**config.mk**
```make
export PLATFORM = sky130hd
export DESIGN_NAME = mem_access_ctrl
export DESIGN_NICKNAME = d
export VERILOG_FILES = /design/src/rtl/mem_access_ctrl_pkg.sv /design/src/rtl/mem_lane_align.sv /design/src/rtl/mem_access_ctrl.sv
export SDC_FILE = /design/constraint.sdc
export NUM_CORES = 1
export LEC_CHECK = 0
export CAP_MARGIN = 20
export CELL_PAD_IN_SITES_DETAIL_PLACEMENT = 1
export CELL_PAD_IN_SITES_GLOBAL_PLACEMENT = 2
export CORE_MARGIN = 8
export CORE_UTILIZATION = 29
export CTS_CLUSTER_DIAMETER = 30
export DETAILED_ROUTE_END_ITERATION = 6
export GPL_TIMING_DRIVEN = 0
export PLACE_DENSITY = 0.95
export REMOVE_ABC_BUFFERS = 1
export SETUP_SLACK_MARGIN = 0.3
export SLEW_MARGIN = 20
export SYNTH_ARGS = -nofsm -noshare
export SYNTH_HDL_FRONTEND = slang
export SYNTH_SLANG_ARGS = --single-unit
export TNS_END_PERCENT = 100
```
**constraint.sdc**
```tcl
create_clock -name clk -period 5.45 [get_ports clk]
set_input_delay 0.545 -clock clk [delete_from_list [all_inputs] [get_ports clk]]
set_output_delay 0.545 -clock clk [all_outputs]
set_load 0.01 [all_outputs]
```
**src/rtl/mem_access_ctrl_pkg.sv**
```systemverilog
// Shared encodings and helpers for the byte/half/word memory access controller.
//   op_t    : request opcode (LB..SW)
//   state_t : controller FSM state
package mem_access_ctrl_pkg;

    localparam int unsigned DATA_W = 32;
    localparam int unsigned ADDR_W = 32;

    localparam logic              RstEnable   = 1'b1;
    localparam logic              WriteEnable = 1'b1;
    localparam logic [DATA_W-1:0] ZeroWord    = 32'h0000_0000;

    typedef enum logic [2:0] {
        OP_LB  = 3'd0,
        OP_LBU = 3'd1,
        OP_LH  = 3'd2,
        OP_LHU = 3'd3,
        OP_LW  = 3'd4,
        OP_SB  = 3'd5,
        OP_SH  = 3'd6,
        OP_SW  = 3'd7
    } op_t;

    typedef enum logic [1:0] {
        ST_IDLE = 2'd0,
        ST_RD   = 2'd1,
        ST_WR   = 2'd2
    } state_t;

    function automatic logic is_load(input op_t op);
        return (op == OP_LB) || (op == OP_LBU) || (op == OP_LH) ||
               (op == OP_LHU) || (op == OP_LW);
    endfunction

    // Halfword ops need addr[0]=0, word ops need addr[1:0]=0.
    function automatic logic is_misaligned(input op_t op, input logic [1:0] lsb);
        case (op)
            OP_LH, OP_LHU, OP_SH: return lsb[0];
            OP_LW, OP_SW:         return (lsb != 2'b00);
            default:              return 1'b0;
        endcase
    endfunction

endpackage

```
**src/rtl/mem_lane_align.sv**
```systemverilog
// Combinational little-endian lane logic.
//   op        : access opcode
//   lsb       : byte address bits [1:0]
//   rword     : word read from RAM
//   wdata     : right-justified store data
//   load_data : extracted, extended load result
//   store_data: read word with the addressed lane(s) replaced
module mem_lane_align
    import mem_access_ctrl_pkg::*;
(
    input  op_t         op,
    input  logic [1:0]  lsb,
    input  logic [31:0] rword,
    input  logic [31:0] wdata,
    output logic [31:0] load_data,
    output logic [31:0] store_data
);

    logic [7:0]  lane_byte;
    logic [15:0] lane_half;

    always_comb begin
        lane_byte = rword[8*lsb +: 8];
        lane_half = lsb[1] ? rword[31:16] : rword[15:0];
    end

    // Load extraction with sign/zero extension
    always_comb begin
        load_data = ZeroWord;
        case (op)
            OP_LB:   load_data = {{24{lane_byte[7]}}, lane_byte};
            OP_LBU:  load_data = {24'h0, lane_byte};
            OP_LH:   load_data = {{16{lane_half[15]}}, lane_half};
            OP_LHU:  load_data = {16'h0, lane_half};
            OP_LW:   load_data = rword;
            default: load_data = ZeroWord;
        endcase
    end

    // Store merge: untouched lanes keep the read value
    always_comb begin
        store_data = rword;
        case (op)
            OP_SB: store_data[8*lsb +: 8] = wdata[7:0];
            OP_SH: begin
                if (lsb[1]) store_data[31:16] = wdata[15:0];
                else        store_data[15:0]  = wdata[15:0];
            end
            OP_SW:   store_data = wdata;
            default: store_data = rword;
        endcase
    end

endmodule

```
**src/rtl/mem_access_ctrl.sv**
```systemverilog
// Sub-word load/store controller in front of a word-wide RAM with
// combinational read. Sub-word stores are read-modify-write.
//   clk, rst            : clock, synchronous active-high reset
//   req_i/op_i/addr_i/wdata_i : request, accepted when idle
//   busy_o, done_o, err_o, rdata_o : status and load result
//   mem_we_o/mem_addr_o/mem_data_o/mem_data_i : RAM port
module mem_access_ctrl
    import mem_access_ctrl_pkg::*;
(
    input  logic        clk,
    input  logic        rst,
    input  logic        req_i,
    input  logic [2:0]  op_i,
    input  logic [31:0] addr_i,
    input  logic [31:0] wdata_i,
    output logic        busy_o,
    output logic        done_o,
    output logic        err_o,
    output logic [31:0] rdata_o,
    output logic        mem_we_o,
    output logic [31:0] mem_addr_o,
    output logic [31:0] mem_data_o,
    input  logic [31:0] mem_data_i
);

    state_t      state, state_nxt;
    op_t         op_q;
    logic [31:0] addr_q;
    logic [31:0] wdata_q;
    logic [31:0] store_word_q;
    logic [31:0] load_data;
    logic [31:0] store_data;
    logic        req_mis;

    assign req_mis = is_misaligned(op_t'(op_i), addr_i[1:0]);

    mem_lane_align u_align (
        .op         (op_q),
        .lsb        (addr_q[1:0]),
        .rword      (mem_data_i),
        .wdata      (wdata_q),
        .load_data  (load_data),
        .store_data (store_data)
    );

    // State register
    always_ff @(posedge clk) begin
        if (rst == RstEnable) state <= ST_IDLE;
        else                  state <= state_nxt;
    end

    // Next-state logic
    always_comb begin
        state_nxt = state;
        case (state)
            ST_IDLE: begin
                if (req_i && !req_mis)
                    state_nxt = (op_t'(op_i) == OP_SW) ? ST_WR : ST_RD;
            end
            ST_RD:   state_nxt = is_load(op_q) ? ST_IDLE : ST_WR;
            ST_WR:   state_nxt = ST_IDLE;
            default: state_nxt = ST_IDLE;
        endcase
    end

    // Outputs decoded from state; write enable is also killed by reset
    always_comb begin
        busy_o     = (state != ST_IDLE);
        mem_we_o   = ~WriteEnable;
        mem_addr_o = ZeroWord;
        mem_data_o = ZeroWord;
        if (state != ST_IDLE) mem_addr_o = {addr_q[31:2], 2'b00};
        if (state == ST_WR) begin
            mem_we_o   = (rst != RstEnable) ? WriteEnable : ~WriteEnable;
            mem_data_o = store_word_q;
        end
    end

    // Request latch, RMW word, and completion registers
    always_ff @(posedge clk) begin
        if (rst == RstEnable) begin
            op_q         <= OP_LB;
            addr_q       <= ZeroWord;
            wdata_q      <= ZeroWord;
            store_word_q <= ZeroWord;
            done_o       <= 1'b0;
            err_o        <= 1'b0;
            rdata_o      <= ZeroWord;
        end else begin
            done_o <= 1'b0;
            err_o  <= 1'b0;
            case (state)
                ST_IDLE: begin
                    if (req_i) begin
                        op_q         <= op_t'(op_i);
                        addr_q       <= addr_i;
                        wdata_q      <= wdata_i;
                        store_word_q <= wdata_i;
                        if (req_mis) begin
                            done_o  <= 1'b1;
                            err_o   <= 1'b1;
                            rdata_o <= ZeroWord;
                        end
                    end
                end
                ST_RD: begin
                    if (is_load(op_q)) begin
                        rdata_o <= load_data;
                        done_o  <= 1'b1;
                    end else begin
                        store_word_q <= store_data;
                    end
                end
                ST_WR:   done_o <= 1'b1;
                default: ;
            endcase
        end
    end

endmodule

```
==> impl_results.html <==
<table>
<tr><th>Metric</th><th>Value</th></tr>
<tr><th colspan="2">Critical path</th></tr>
<tr><td>Cell with the largest stage delay on the worst path</td><td>nor2_2</td></tr>
<tr><td>Worst Setup Start Kind</td><td>flip-flop</td></tr>
<tr><td>Worst reg-to-reg path cell count</td><td>4</td></tr>
<tr><td>Worst path bufs/invs</td><td>0</td></tr>
<tr><td>Setup CP Type</td><td>reg2reg</td></tr>
<tr><td>Setup slack of the worst register-to-register path</td><td>2.38 ns</td></tr>
<tr><td>Critical R2R Launch</td><td>state[0]</td></tr>
<tr><td>Req. time, crit path</td><td>5.76 ns</td></tr>
<tr><td>Critical register-to-register path endpoint</td><td>rdata_o[14]</td></tr>
<tr><td>Maximum fanout encountered on the critical timing path</td><td>24</td></tr>
<tr><td>CP Capture Type</td><td>flip-flop</td></tr>
<tr><td>Largest stage delay on the critical path</td><td>1.01 ns</td></tr>
<tr><td>Largest delay share family, worst path</td><td>simple AND/OR/NAND/NOR gates</td></tr>
<tr><td>Critical path cell sequence</td><td>nand2b_1 &gt; nor2_2 &gt; a21oi_4 &gt; o32ai_1</td></tr>
<tr><td>Critical path data arrival time</td><td>3.38 ns</td></tr>
<tr><th colspan="2">Routing</th></tr>
<tr><td>Aggregate routed wire length</td><td>27.1 mm</td></tr>
<tr><td>Detailed-router iteration count before antenna repair</td><td>5</td></tr>
<tr><td>Remaining design rule violation count</td><td>0</td></tr>
<tr><td>Drt wl/cell</td><td>20.4 um</td></tr>
<tr><td>Number of antenna-violating nets in the routed design</td><td>0</td></tr>
<tr><td>Iter 0 DRT Violations</td><td>473</td></tr>
<tr><td>Via count</td><td>6,922</td></tr>
<tr><td>Number of vias per cell after detailed routing</td><td>5.21</td></tr>
<tr><th colspan="2">Synth</th></tr>
<tr><td>Sequential share of the synthesized area</td><td>0.396</td></tr>
<tr><td>Post-synthesis instance area</td><td>0.00683 mm2</td></tr>
<tr><td>Ys async rst share</td><td>0</td></tr>
<tr><td>Yosys reg bits</td><td>135</td></tr>
<tr><td>Cells after synthesis</td><td>841</td></tr>
<tr><td>Top-area cell type share of the netlist area</td><td>0.396</td></tr>
<tr><td>Synth area leaders</td><td>dfxtp_1 40%, nand2_1 9.4%, a21oi_1 8.2%, nor2b_1 3.4%, and2_1 3.2%</td></tr>
<tr><td>Post-synth cell types</td><td>65</td></tr>
<tr><td>Number of warnings issued by yosys</td><td>0</td></tr>
<tr><td>Prevailing post-synth register cell</td><td>dfxtp_1</td></tr>
<tr><td>Mean instance size in the synthesized netlist</td><td>8.12 um2</td></tr>
<tr><td>Count of flip-flops with a built-in enable after synthesis</td><td>0</td></tr>
<tr><td>Top cells by count, synth</td><td>171 x nand2_1, 135 x dfxtp_1, 112 x a21oi_1, 39 x clkbuf_1, 37 x nor2b_1</td></tr>
<tr><td>Most frequent cell after synthesis</td><td>nand2_1</td></tr>
<tr><td>Dominant cell type by area after synthesis</td><td>dfxtp_1</td></tr>
<tr><th colspan="2">Clocking</th></tr>
<tr><td>Later-pin clock latency in the skew report</td><td>0.42 ns</td></tr>
<tr><td>Post-cts repair resize count</td><td>0</td></tr>
<tr><td>Clock Sinks</td><td>135</td></tr>
<tr><td>TritonCTS clock tree</td><td>yes</td></tr>
<tr><td>Postcts setup bufs</td><td>0</td></tr>
<tr><td>Root cell of the clock tree</td><td>clkbuf_16</td></tr>
<tr><td>Clock slew seen by the registers of the worst setup and hold paths</td><td>0.06 ns</td></tr>
<tr><td>Number of buffers created by CTS</td><td>17</td></tr>
<tr><td>CTS HTree Levels</td><td>4</td></tr>
<tr><td>CTS Buffer Depth</td><td>2</td></tr>
<tr><td>Total of hold buffers inserted after clock tree synthesis</td><td>0</td></tr>
<tr><th colspan="2">Hold path</th></tr>
<tr><td>Hold WC Path Type</td><td>reg2reg</td></tr>
<tr><td>Instance count along the most critical hold path</td><td>2</td></tr>
<tr><td>Hold Crit Endpoint</td><td>store_word_q[30]</td></tr>
<tr><td>Startpoint of the lowest-slack hold path</td><td>store_word_q[30]</td></tr>
<tr><th colspan="2">Global route</th></tr>
<tr><td>M3 GR Usage</td><td>0.0554</td></tr>
<tr><td>M1 GR Usage</td><td>0.226</td></tr>
<tr><td>Number of antenna violations at the first check in global routing</td><td>2</td></tr>
<tr><td>Global-route layer with the greatest usage</td><td>met2</td></tr>
<tr><td>Met2 usage</td><td>0.314</td></tr>
<tr><td>Number of global-route vias before repair</td><td>7,273</td></tr>
<tr><td>Global-route wire length before repair</td><td>42.0 mm</td></tr>
<tr><td>Overall track demand over capacity in global routing</td><td>0.186</td></tr>
<tr><td>Maximum number of pins on one net before global-route repair</td><td>71</td></tr>
<tr><td>Overflow left after global routing</td><td>0</td></tr>
<tr><th colspan="2">Floorplan</th></tr>
<tr><td>Number of core rows</td><td>56</td></tr>
<tr><td>Core Area</td><td>0.0233 mm2</td></tr>
<tr><td>Initial Utilization</td><td>0.294</td></tr>
<tr><td>Die Height</td><td>169 um</td></tr>
<tr><td>Top-Level Pins</td><td>202</td></tr>
<tr><td>Die footprint</td><td>0.0287 mm2</td></tr>
<tr><td>Die X-Extent</td><td>169 um</td></tr>
<tr><th colspan="2">Place</th></tr>
<tr><td>Placed instance count</td><td>1,296</td></tr>
<tr><td>Half-perimeter wire length of the detailed placement result</td><td>19.5 mm</td></tr>
<tr><td>Port-buffer cells</td><td>199</td></tr>
<tr><td>Final weighted congestion of routability-driven global placement</td><td>0.823</td></tr>
<tr><th colspan="2">Status</th></tr>
<tr><td>Outcome</td><td>finished clean</td></tr>
<tr><th colspan="2">Timing</th></tr>
<tr><td>Final Cycle Share</td><td>0.564</td></tr>
<tr><td>Highest attainable clock frequency</td><td>326 MHz</td></tr>
<tr><td>Slew at the pin closest to its max-slew limit</td><td>1.14 ns</td></tr>
<tr><td>Fin. max-slew vios</td><td>0</td></tr>
<tr><td>Fin crit period</td><td>3.07 ns</td></tr>
<tr><td>Worst slew margin relative to its limit</td><td>0.237</td></tr>
<tr><td>Fin Clk Skew</td><td>0.00847 ns</td></tr>
<tr><td>Sum of negative setup slack</td><td>0 ns</td></tr>
<tr><td>Number of endpoints failing setup at the final stage</td><td>0</td></tr>
<tr><td>Hold Violations, Final</td><td>0</td></tr>
<tr><td>RSZ-0062 raised after global routing</td><td>no</td></tr>
<tr><th colspan="2">Power</th></tr>
<tr><td>Worst IR drop on VDD</td><td>0.188 mV</td></tr>
<tr><td>Cell leakage power</td><td>3.36 nW</td></tr>
<tr><td>Power, Total</td><td>2.80 mW</td></tr>
<tr><td>Total power per unit cell area</td><td>290 mW/mm2</td></tr>
<tr><th colspan="2">Job</th></tr>
<tr><td>Max_cap viols</td><td>0</td></tr>
<tr><th colspan="2">Finish</th></tr>
<tr><td>Fin util</td><td>0.416</td></tr>
<tr><td>Post-Layout Cell Count</td><td>1,329</td></tr>
<tr><td>Total number of nets in the final design</td><td>1,103</td></tr>
<tr><td>Synth-to-layout area growth</td><td>41.7%</td></tr>
<tr><td>Fraction of final layout cells sized beyond drive strength 1</td><td>0.0793</td></tr>
</table>
cells by family (layout without fill, tap and decap cells):
| kind of cell | after synthesis | after routing | share of synthesized area |
|---|---|---|---|
| adders and majority gates | 5 | 5 | 0.00916 |
| muxes | 10 | 10 | 0.0174 |
| AOI/OAI and AO/OA | 258 | 258 | 0.269 |
| other | 1 | 3 | 0.000549 |
| xor gates and xnor gates | 1 | 1 | 0.00128 |
| DFF | 135 | 135 | 0.396 |
| and+or+nand+nor | 333 | 333 | 0.243 |
| buffers and inverters | 98 | 265 | 0.0640 |
cell usage in the layout (no fill, tap or decap), drive strengths merged, types with 8 or more instances in the layout:
cell type / netlist / final
a21oi: 113 / 113
a22o: 8 / 8
clkdlybuf4s50: 0 / 198
nor4: 8 / 8
a221o: 15 / 15
o32ai: 24 / 24
a311oi: 9 / 9
o21ai: 28 / 28
nor2: 26 / 26
clkbuf: 39 / 20
a221oi: 22 / 22
and2: 35 / 35
nand2: 172 / 172
mux2: 9 / 9
a222oi: 8 / 8
nor3: 11 / 11
nor2b: 37 / 37
a22oi: 11 / 11
inv: 29 / 30
or2: 10 / 10
dfxtp: 135 / 135
nand3: 19 / 19
sequential cells by signal (all words and copies together) (netlist names):
register,count
addr_q,32
rdata_o,32
store_word_q,32
wdata_q,32
op_q,3
state,2
done_o,1
err_o,1
power breakdown:
part,switching (mW),leakage [nW],internal [mW]
clock,0.470,0.310,0.790
combinational,0.235,1.94,0.204
sequential,0.0510,1.11,1.05
total,0.757,3.36,2.05
per-layer routing:
metal,part of all wire,vias to the layer above
li1,-,3288
met2,0.48,237
met5,0.00048,-
met3,0.076,27
met1,0.43,3368
met4,0.015,2
worst max path at each step:
stage | to | from | cells past startpoint | slack, ns
after floorplan | rdata_o[10] | state[0] | 5 | 2.00
after global placement | done_o | rst | 3 | -1.12
after detailed placement | rdata_o[14] | req_i | 6 | 2.34
after CTS | mem_data_o[13] | state[1] | 3 | 2.35
after global routing | rdata_o[14] | state[0] | 4 | 2.18
final | rdata_o[14] | state[0] | 4 | 2.38
metrics by stage:
stage / hold slack (ns) / worst slack [ns] / instance area [um2]
floorplan: 0.421 / 2.00 / 6500
global placement: 0.432 / -1.12 / 8890
global route: 0.469 / 2.18 / 9680
detailed placement: 0.440 / 2.34 / 9040
finish: 0.447 / 2.38 / 9680
CTS: 0.448 / 2.35 / 9670
final cells by class:
| cell class | count | area, um2 |
|---|---|---|
| timing repair buffer | 204 | 2100 |
| inverter | 29 | 109 |
| fill | 2746 | 13600 |
| antenna | 1 | 2.50 |
| multi-input combinational | 609 | 3740 |
| clock buffer | 20 | 457 |
| sequential | 135 | 2700 |
| clock inverter | 12 | 174 |
| tap | 319 | 399 |
tightest hold or removal path, stage by stage (launching register included):
cell     delay [ns]
dfxtp_1        0.31
nand2_1        0.05
o21ai_1        0.05
Power figures use the tool's default switching activity.
